**config.mk**
```make
export PLATFORM = sky130hd
export DESIGN_NAME = stim_gen
export DESIGN_NICKNAME = d
export VERILOG_FILES = /design/src/rtl/stim_gen.sv
export SDC_FILE = /design/constraint.sdc
export NUM_CORES = 1
export LEC_CHECK = 0
export BUFFER_PORTS_ARGS = -buffer_cell sky130_fd_sc_hd__buf_2
export CAP_MARGIN = 20
export CELL_PAD_IN_SITES_DETAIL_PLACEMENT = 1
export CELL_PAD_IN_SITES_GLOBAL_PLACEMENT = 1
export CORE_UTILIZATION = 42
export DETAILED_ROUTE_END_ITERATION = 7
export PLACE_DENSITY = 0.82
export SYNTH_ARGS = -nofsm -noshare
export SYNTH_HDL_FRONTEND = slang
export SYNTH_SLANG_ARGS = --single-unit
```
**constraint.sdc**
```tcl
create_clock -name sys_clk -period 5 [get_ports sys_clk]
set_input_delay 0.5 -clock sys_clk [delete_from_list [all_inputs] [get_ports sys_clk]]
set_output_delay 0.5 -clock sys_clk [all_outputs]
set_load 0.03 [all_outputs]
```
**src/rtl/stim_gen.sv**
```systemverilog
// rtl/stim_gen.sv - parameterised burst stimulus generator (INC/DEC/LFSR/CONST data, stepped addresses)
module stim_gen #(
    parameter int                    DATA_WIDTH = 32,
    parameter int                    ADDR_WIDTH = 32,
    parameter int                    ADDR_STEP  = 4,
    parameter logic [DATA_WIDTH-1:0] LFSR_TAPS  = 32'h80200003
) (
    input  logic                  sys_clk,
    input  logic                  sys_rst_n,
    input  logic                  start,
    input  logic                  abort,
    input  logic [1:0]            mode,
    input  logic [ADDR_WIDTH-1:0] base_addr,
    input  logic [DATA_WIDTH-1:0] seed,
    input  logic [15:0]           len,
    output logic                  out_valid,
    input  logic                  out_ready,
    output logic [ADDR_WIDTH-1:0] out_addr,
    output logic [DATA_WIDTH-1:0] out_data,
    output logic                  out_last,
    output logic                  busy,
    output logic                  done
);

    typedef enum logic {
        IDLE = 1'b0,
        RUN  = 1'b1
    } state_t;

    localparam logic [1:0] MODE_INC   = 2'd0;
    localparam logic [1:0] MODE_DEC   = 2'd1;
    localparam logic [1:0] MODE_LFSR  = 2'd2;
    localparam logic [1:0] MODE_CONST = 2'd3;

    localparam logic [ADDR_WIDTH-1:0] STEP     = ADDR_WIDTH'(ADDR_STEP);
    localparam logic [DATA_WIDTH-1:0] DATA_ONE = DATA_WIDTH'(1);

    state_t                  state_q, state_d;
    logic [1:0]              mode_q, mode_d;
    logic [ADDR_WIDTH-1:0]   addr_q, addr_d;
    logic [DATA_WIDTH-1:0]   data_q, data_d;
    logic [15:0]             cnt_q, cnt_d;
    logic [15:0]             len_q, len_d;
    logic                    done_q, done_d;
    logic                    last_beat;
    logic [DATA_WIDTH-1:0]   data_next;

    // Current beat is the final one once the 16-bit beat index reaches len-1.
    assign last_beat = (state_q == RUN) && (cnt_q == (len_q - 16'd1));

    assign out_valid = (state_q == RUN);
    assign busy      = (state_q == RUN);
    assign out_last  = last_beat;
    assign out_addr  = addr_q;
    assign out_data  = data_q;
    assign done      = done_q;

    // Data of the following beat for the latched pattern.
    always_comb begin
        data_next = data_q;
        case (mode_q)
            MODE_INC:   data_next = data_q + DATA_ONE;
            MODE_DEC:   data_next = data_q - DATA_ONE;
            MODE_LFSR:  data_next = data_q[0] ? ((data_q >> 1) ^ LFSR_TAPS) : (data_q >> 1);
            MODE_CONST: data_next = data_q;
            default:    data_next = data_q;
        endcase
    end

    // Next-state logic: latch burst on start, advance on handshake, abort wins over transfer.
    always_comb begin
        state_d = state_q;
        mode_d  = mode_q;
        addr_d  = addr_q;
        data_d  = data_q;
        cnt_d   = cnt_q;
        len_d   = len_q;
        done_d  = 1'b0;
        case (state_q)
            IDLE: begin
                if (start) begin
                    if (len != 16'd0) begin
                        state_d = RUN;
                        mode_d  = mode;
                        addr_d  = base_addr;
                        len_d   = len;
                        cnt_d   = 16'd0;
                        // An all-zero seed would lock the LFSR, so it is replaced by all-ones.
                        if (mode == MODE_LFSR && seed == '0) begin
                            data_d = '1;
                        end else begin
                            data_d = seed;
                        end
                    end else begin
                        done_d = 1'b1;
                    end
                end
            end
            RUN: begin
                if (abort) begin
                    state_d = IDLE;
                end else if (out_ready) begin
                    if (last_beat) begin
                        state_d = IDLE;
                        done_d  = 1'b1;
                    end else begin
                        cnt_d  = cnt_q + 16'd1;
                        addr_d = addr_q + STEP;
                        data_d = data_next;
                    end
                end
            end
            default: state_d = IDLE;
        endcase
    end

    // State and datapath registers, cleared asynchronously.
    always_ff @(posedge sys_clk or negedge sys_rst_n) begin
        if (!sys_rst_n) begin
            state_q <= IDLE;
            mode_q  <= 2'd0;
            addr_q  <= '0;
            data_q  <= '0;
            cnt_q   <= 16'd0;
            len_q   <= 16'd0;
            done_q  <= 1'b0;
        end else begin
            state_q <= state_d;
            mode_q  <= mode_d;
            addr_q  <= addr_d;
            data_q  <= data_d;
            cnt_q   <= cnt_d;
            len_q   <= len_d;
            done_q  <= done_d;
        end
    end

endmodule

```
Word level (Yosys, flattened, before mapping) --
Index checks and enable logic that the tools add are counted.
Cells by class: add/subtract/negate cells 5, equal/unequal tests 11, multiplexer cells 33, bitwise gates (word level) 2, reduce and logical (&&, ||, !) cells 8
Operators with widths (number):
- 32-bit two-way mux | 12
- 32-bit case mux with 2 select lines | 2
- 32-bit case mux with 3 select lines | 1
- 16-bit two-way mux | 5
- 32-bit by 1-bit adder with 32-bit output (second input constant) | 1
- 32-bit by 3-bit adder with 32-bit output (second input constant) | 1
- 32-bit logical NOT | 1
- 16-bit case mux with 2 select lines | 1
- 32-bit by 1-bit subtractor with 32-bit output (second input constant) | 1
- 16-bit by 1-bit adder with 16-bit output (second input constant) | 1
- 16-bit == test | 1
- 16-bit nonzero test | 1
- 16-bit by 1-bit subtractor with 16-bit output (second input constant) | 1
- 2-bit inequality test (second input constant) | 6
- 1-bit two-way mux | 10
- 2-bit == test (second input constant) | 3
- 6-bit AND reduction | 1
- 5-bit AND reduction | 1
- 3-bit NOT with 4-bit output | 1
- 1-bit case mux with 2 select lines | 2
- 3-bit AND reduction | 1
- 2-bit by 1-bit == test with 1-bit output (second input constant) | 1
- 1-bit logical AND | 2
- 2-bit logical NOT | 1
- 1-bit NOT | 1
Storage, ports and cells: flip-flop bits (word level) 100, bits of input ports 87, output and inout bits 68, word-level logic and storage cells 66

Depth between registers and ports, before layout --
depth in word-level cells 7, mapped depth 14, depth with buffers taken out 11

Worst setup path after synthesis --
Ideal clock, no wire load.
path kind reg2reg, from reg mode_q[1], to reg data_q[28] (netlist: out_data[28]), library setup time 0.095 ns, data arrival time 3.599 ns, data required time 4.905 ns, path slack 1.306 ns, stages on the path, launching flop included 13, buffers on the path 1, period minus slack after synthesis 3.694 ns, cell sequence dfrtp_1 clkbuf_1 nand2b_1 inv_1 ha_1 a21o_1 a31o_2 a221o_1 o211ai_1 o41ai_1 a2111oi_0 mux2i_1 o31ai_1
Between the ends: longest elaborated chain between the ends 6, elaborated cells between the ends (all ways) 11, those cells by class eq/ne: 4; mux: 5; reduce/logical: 2
Ends and longest elaborated chain:
- start: declaration | RTL line 39 | logic [1:0] mode_q, mode_d;
- start signal: assignment | RTL line 129 | mode_q <= mode_d;
- 2-bit == test, or another cell as far along | RTL line 61 | case (mode_q)
- 32-bit case mux with 3 select lines | RTL line 61
- 32-bit two-way mux | RTL line 103 | if (last_beat) begin
- 32-bit two-way mux | RTL line 102 | end else if (out_ready) begin
- 32-bit two-way mux | RTL line 100 | if (abort) begin
- 32-bit case mux with 2 select lines | RTL line 79 | case (state_q)
- end signal: assignment | RTL line 131 | data_q <= data_d;
- end: declaration | RTL line 41 | logic [DATA_WIDTH-1:0] data_q, data_d;
Several ways; a longest one is shown, not always the timed one. The select of a mux whose other input is x is not followed. A chain may end at the register's enable or synchronous reset.

Worst setup path after layout --
from reg mode_q[1], to reg data_q[17] (netlist: out_data[17])
Same word-level chain as after synthesis.

==> results.tsv <==
stage	metric	value	unit
yosys	synth-edff-count	0	
job	cap_violations	0	
yosys	synthMostInstantiatedCell	nand2_1	
finish	drive_above_1_share	19.22	%
timing	slew_headroom	39.00	%
yosys	synth_common_cells	nand2_1 (117), dfrtp_1 (100), nor2_1 (75), a21oi_1 (69), clkbuf_1 (44)	
place	routabilityCongestion	0.9329	
yosys	syn_area	0.008068	mm2
yosys	avgSynthCellArea	8.207	um2
floorplanning	num_io_pins	155	
global_routing	grt_pass1_vias	8571	
worst_setup_path	start_kind	flop	
yosys	ys_warn_count	0	
timing	fmax	246.0	MHz
clock_tree	clk_pin_slew	0.07	ns
yosys	synth.net_count	1104	
place	io_buffers	154	
finish	finalNetCount	1224	
clock_tree	holdBufCountCts	0	
clock_tree	clk_latency	0.36	ns
yosys	synth_async_sr_flop_share	100.0	%
routing	num_vias	8507	
worst_setup_path	end_kind	flop	
routing	viasPerCell	6.339	
clock_tree	htreeDepth	3	
floorplanning	coreArea	0.01877	mm2
yosys	synthFlopType	dfrtp_1	
clock_tree	ctsResizeCount	0	
timing	slew_viol_final	0	
power_and_ir_drop	vdd_drop_max	207.2	uV
timing	finalSetupViolations	0	
timing	fin_skew	0.008724	ns
worst_setup_path	cp_max_fo	13	
global_routing	antenna_found_initial	0	
clock_tree	clock_sinks	100	
floorplanning	die_h	140.6	um
clock_tree	root_buffer	clkbuf_16	
worst_hold_path	hold_class	primary input to asynchronous set/reset pin	
floorplanning	start_util	42.99	%
global_routing	grt_pass1_wl	44830	um
timing	tightest_slew	0.9151	ns
clock_tree	clock_path_buffers	2	
power_and_ir_drop	p_leak	4.032	nW
run_status	outcome	complete, no violations	
worst_setup_path	crit_required	5.22	ns
routing	ant_nets	0	
finish	syn_to_final_growth	15.37	%
timing	tns	0	ns
yosys	synth-seq-area-share	31.02	%
routing	wl	27850	um
yosys	synthCells	983	
worst_setup_path	startpoint	mode_q[1]	
finish	diodes	0	
yosys	netlist-cell-type-count	82	
worst_setup_path	worst_ep_arrival_time	4.29	ns
floorplanning	die_area	0.01977	mm2
timing	fin_crit_sh	81.31	%
routing	drc	0	
yosys	synth.top_cell.area_share	31.02	%
timing	rsz0062_at_grt	no	
routing	firstDrtPassIters	4	
worst_setup_path	r2r-start	mode_q[1]	
timing	finalHoldViolCount	0	
floorplanning	rows	50	
global_routing	grtUsageTotal	28.53	%
worst_setup_path	rrSetupSlack	0.93	ns
timing	period_minus_slack	4.066	ns
routing	wl_per_cell	20.75	um
routing	drtIter0Drc	476	
clock_tree	cts_setup_buffers	0	
global_routing	grt-ovfl-total	0	
worst_setup_path	critical_path_class	flop to flop	
clock_tree	cts_tree	done	
global_routing	grt_max_degree	67	
yosys	ys_ff_latch	100	
power_and_ir_drop	power_density	578.4	mW/mm2
yosys	synthTopCellsByArea	dfrtp_1 (31%), nand2_1 (5.4%), ha_1 (5.1%)	
floorplanning	dieWidth	140.6	um
yosys	yosysTopAreaCell	dfrtp_1	
worst_setup_path	r2r-end	out_data[17]	
timing	fin_hold_ws	0.2709	ns
clock_tree	numCtsBuffers	9	
place	dpl.hpwl	20000	um
worst_setup_path	reg2reg_depth	11	
-- worst max-delay path, cell delays in order, from the launching register on --
cell and delay (ns):
dfrtp_1 0.47, nand2b_1 0.21, inv_1 0.37, ha_1 0.39
a21o_1 0.24, a31o_2 0.25, o2111ai_1 0.43, a21oi_1 0.19
o31ai_1 0.60, nor3_1 0.10, a2111oi_0 0.51, o2bb2ai_1 0.16
-- through the flow --
step	setup WS (ns)	utilization (%)	power [mW]	instances	cell area, um2
final	0.9344	49.59	5.384	1342	9308
after global routing	0.7009	49.59	5.747	1342	9308
after CTS	0.9062	49.51	5.360	1341	9293
after detailed placement	0.9839	47.83	4.540	1325	8977
after global placement	1.083	47.83	4.470	1325	8977
after floorplan	1.306	-	3.672	983	8068
-- logic make-up after synthesis --
logic type | synth area share, %
fa+ha+maj | 5.366
mux | 3.893
flops | 31.02
xor+xnor | 4.125
simple gates | 24.04
buf+inv | 4.621
compound gates | 26.94
-- report_power, final --
| group | leakage, nW | internal (mW) | switching [mW] |
|---|---|---|---|
| logic | 2.67 | 1.16 | 1.97 |
| clock network | 0.155 | 0.443 | 0.346 |
| registers | 1.20 | 1.07 | 0.396 |
-- per-layer routing --
layer	vias up	routed length (um)	track usage (%)
li1	4001	-	-
met1	4206	12540	37.71
met2	250	13310	48.50
met3	50	1357	3.397
met4	0	641	9.439
met5	-	0	0
-- registers in the layout, summed over array words and instances (netlist names) --
name	flops
out_data	32
len_q	16
cnt_q	16
mode_q	2
done	1
out_addr	32
busy	1
-- how the worst max path moves through the flow --
stage	end	slack (ns)	depth (start not counted)
floorplan	out_data[28]	1.31	12
detailed placement	out_addr[7]	0.98	11
finish	out_data[17]	0.93	11
global route	out_addr[28]	0.70	11
global placement	out_addr[7]	1.08	11
CTS	out_last	0.91	9
-- placed cells by master, fill, tap and decap left out, types with 7 or more instances in the layout --
cell type / instances
a2111oi_0: 7
a211o_1: 9
a211oi_1: 18
a21o_1: 12
a21oi_1: 69
a22oi_1: 12
a31oi_1: 18
and3_1: 16
buf_2: 153
buf_4: 16
clkbuf_16: 9
dfrtp_1: 99
ha_1: 33
inv_1: 25
mux2_1: 16
mux2i_1: 10
nand2_1: 117
nand3_1: 32
nand4_1: 21
nor2_1: 75
nor3_1: 29
nor4_1: 23
o211ai_1: 10
o21a_1: 9
o21ai_0: 32
o21ai_1: 7
o22a_1: 12
o22ai_1: 18
o31ai_1: 13
or2_2: 9
or3_1: 10
or4_1: 11
xnor2_1: 23
xor2_1: 15
-- area by class of cell --
class,count,area (um2)
fill,2307,9460
multi-input combinational,797,5201
sequential,100,2504
timing repair buffer,170,900.9
tap,234,292.8
clock buffer,11,232.7
inverter,25,93.84
clock inverter,5,82.58
(Power assumes the default switching activity.)
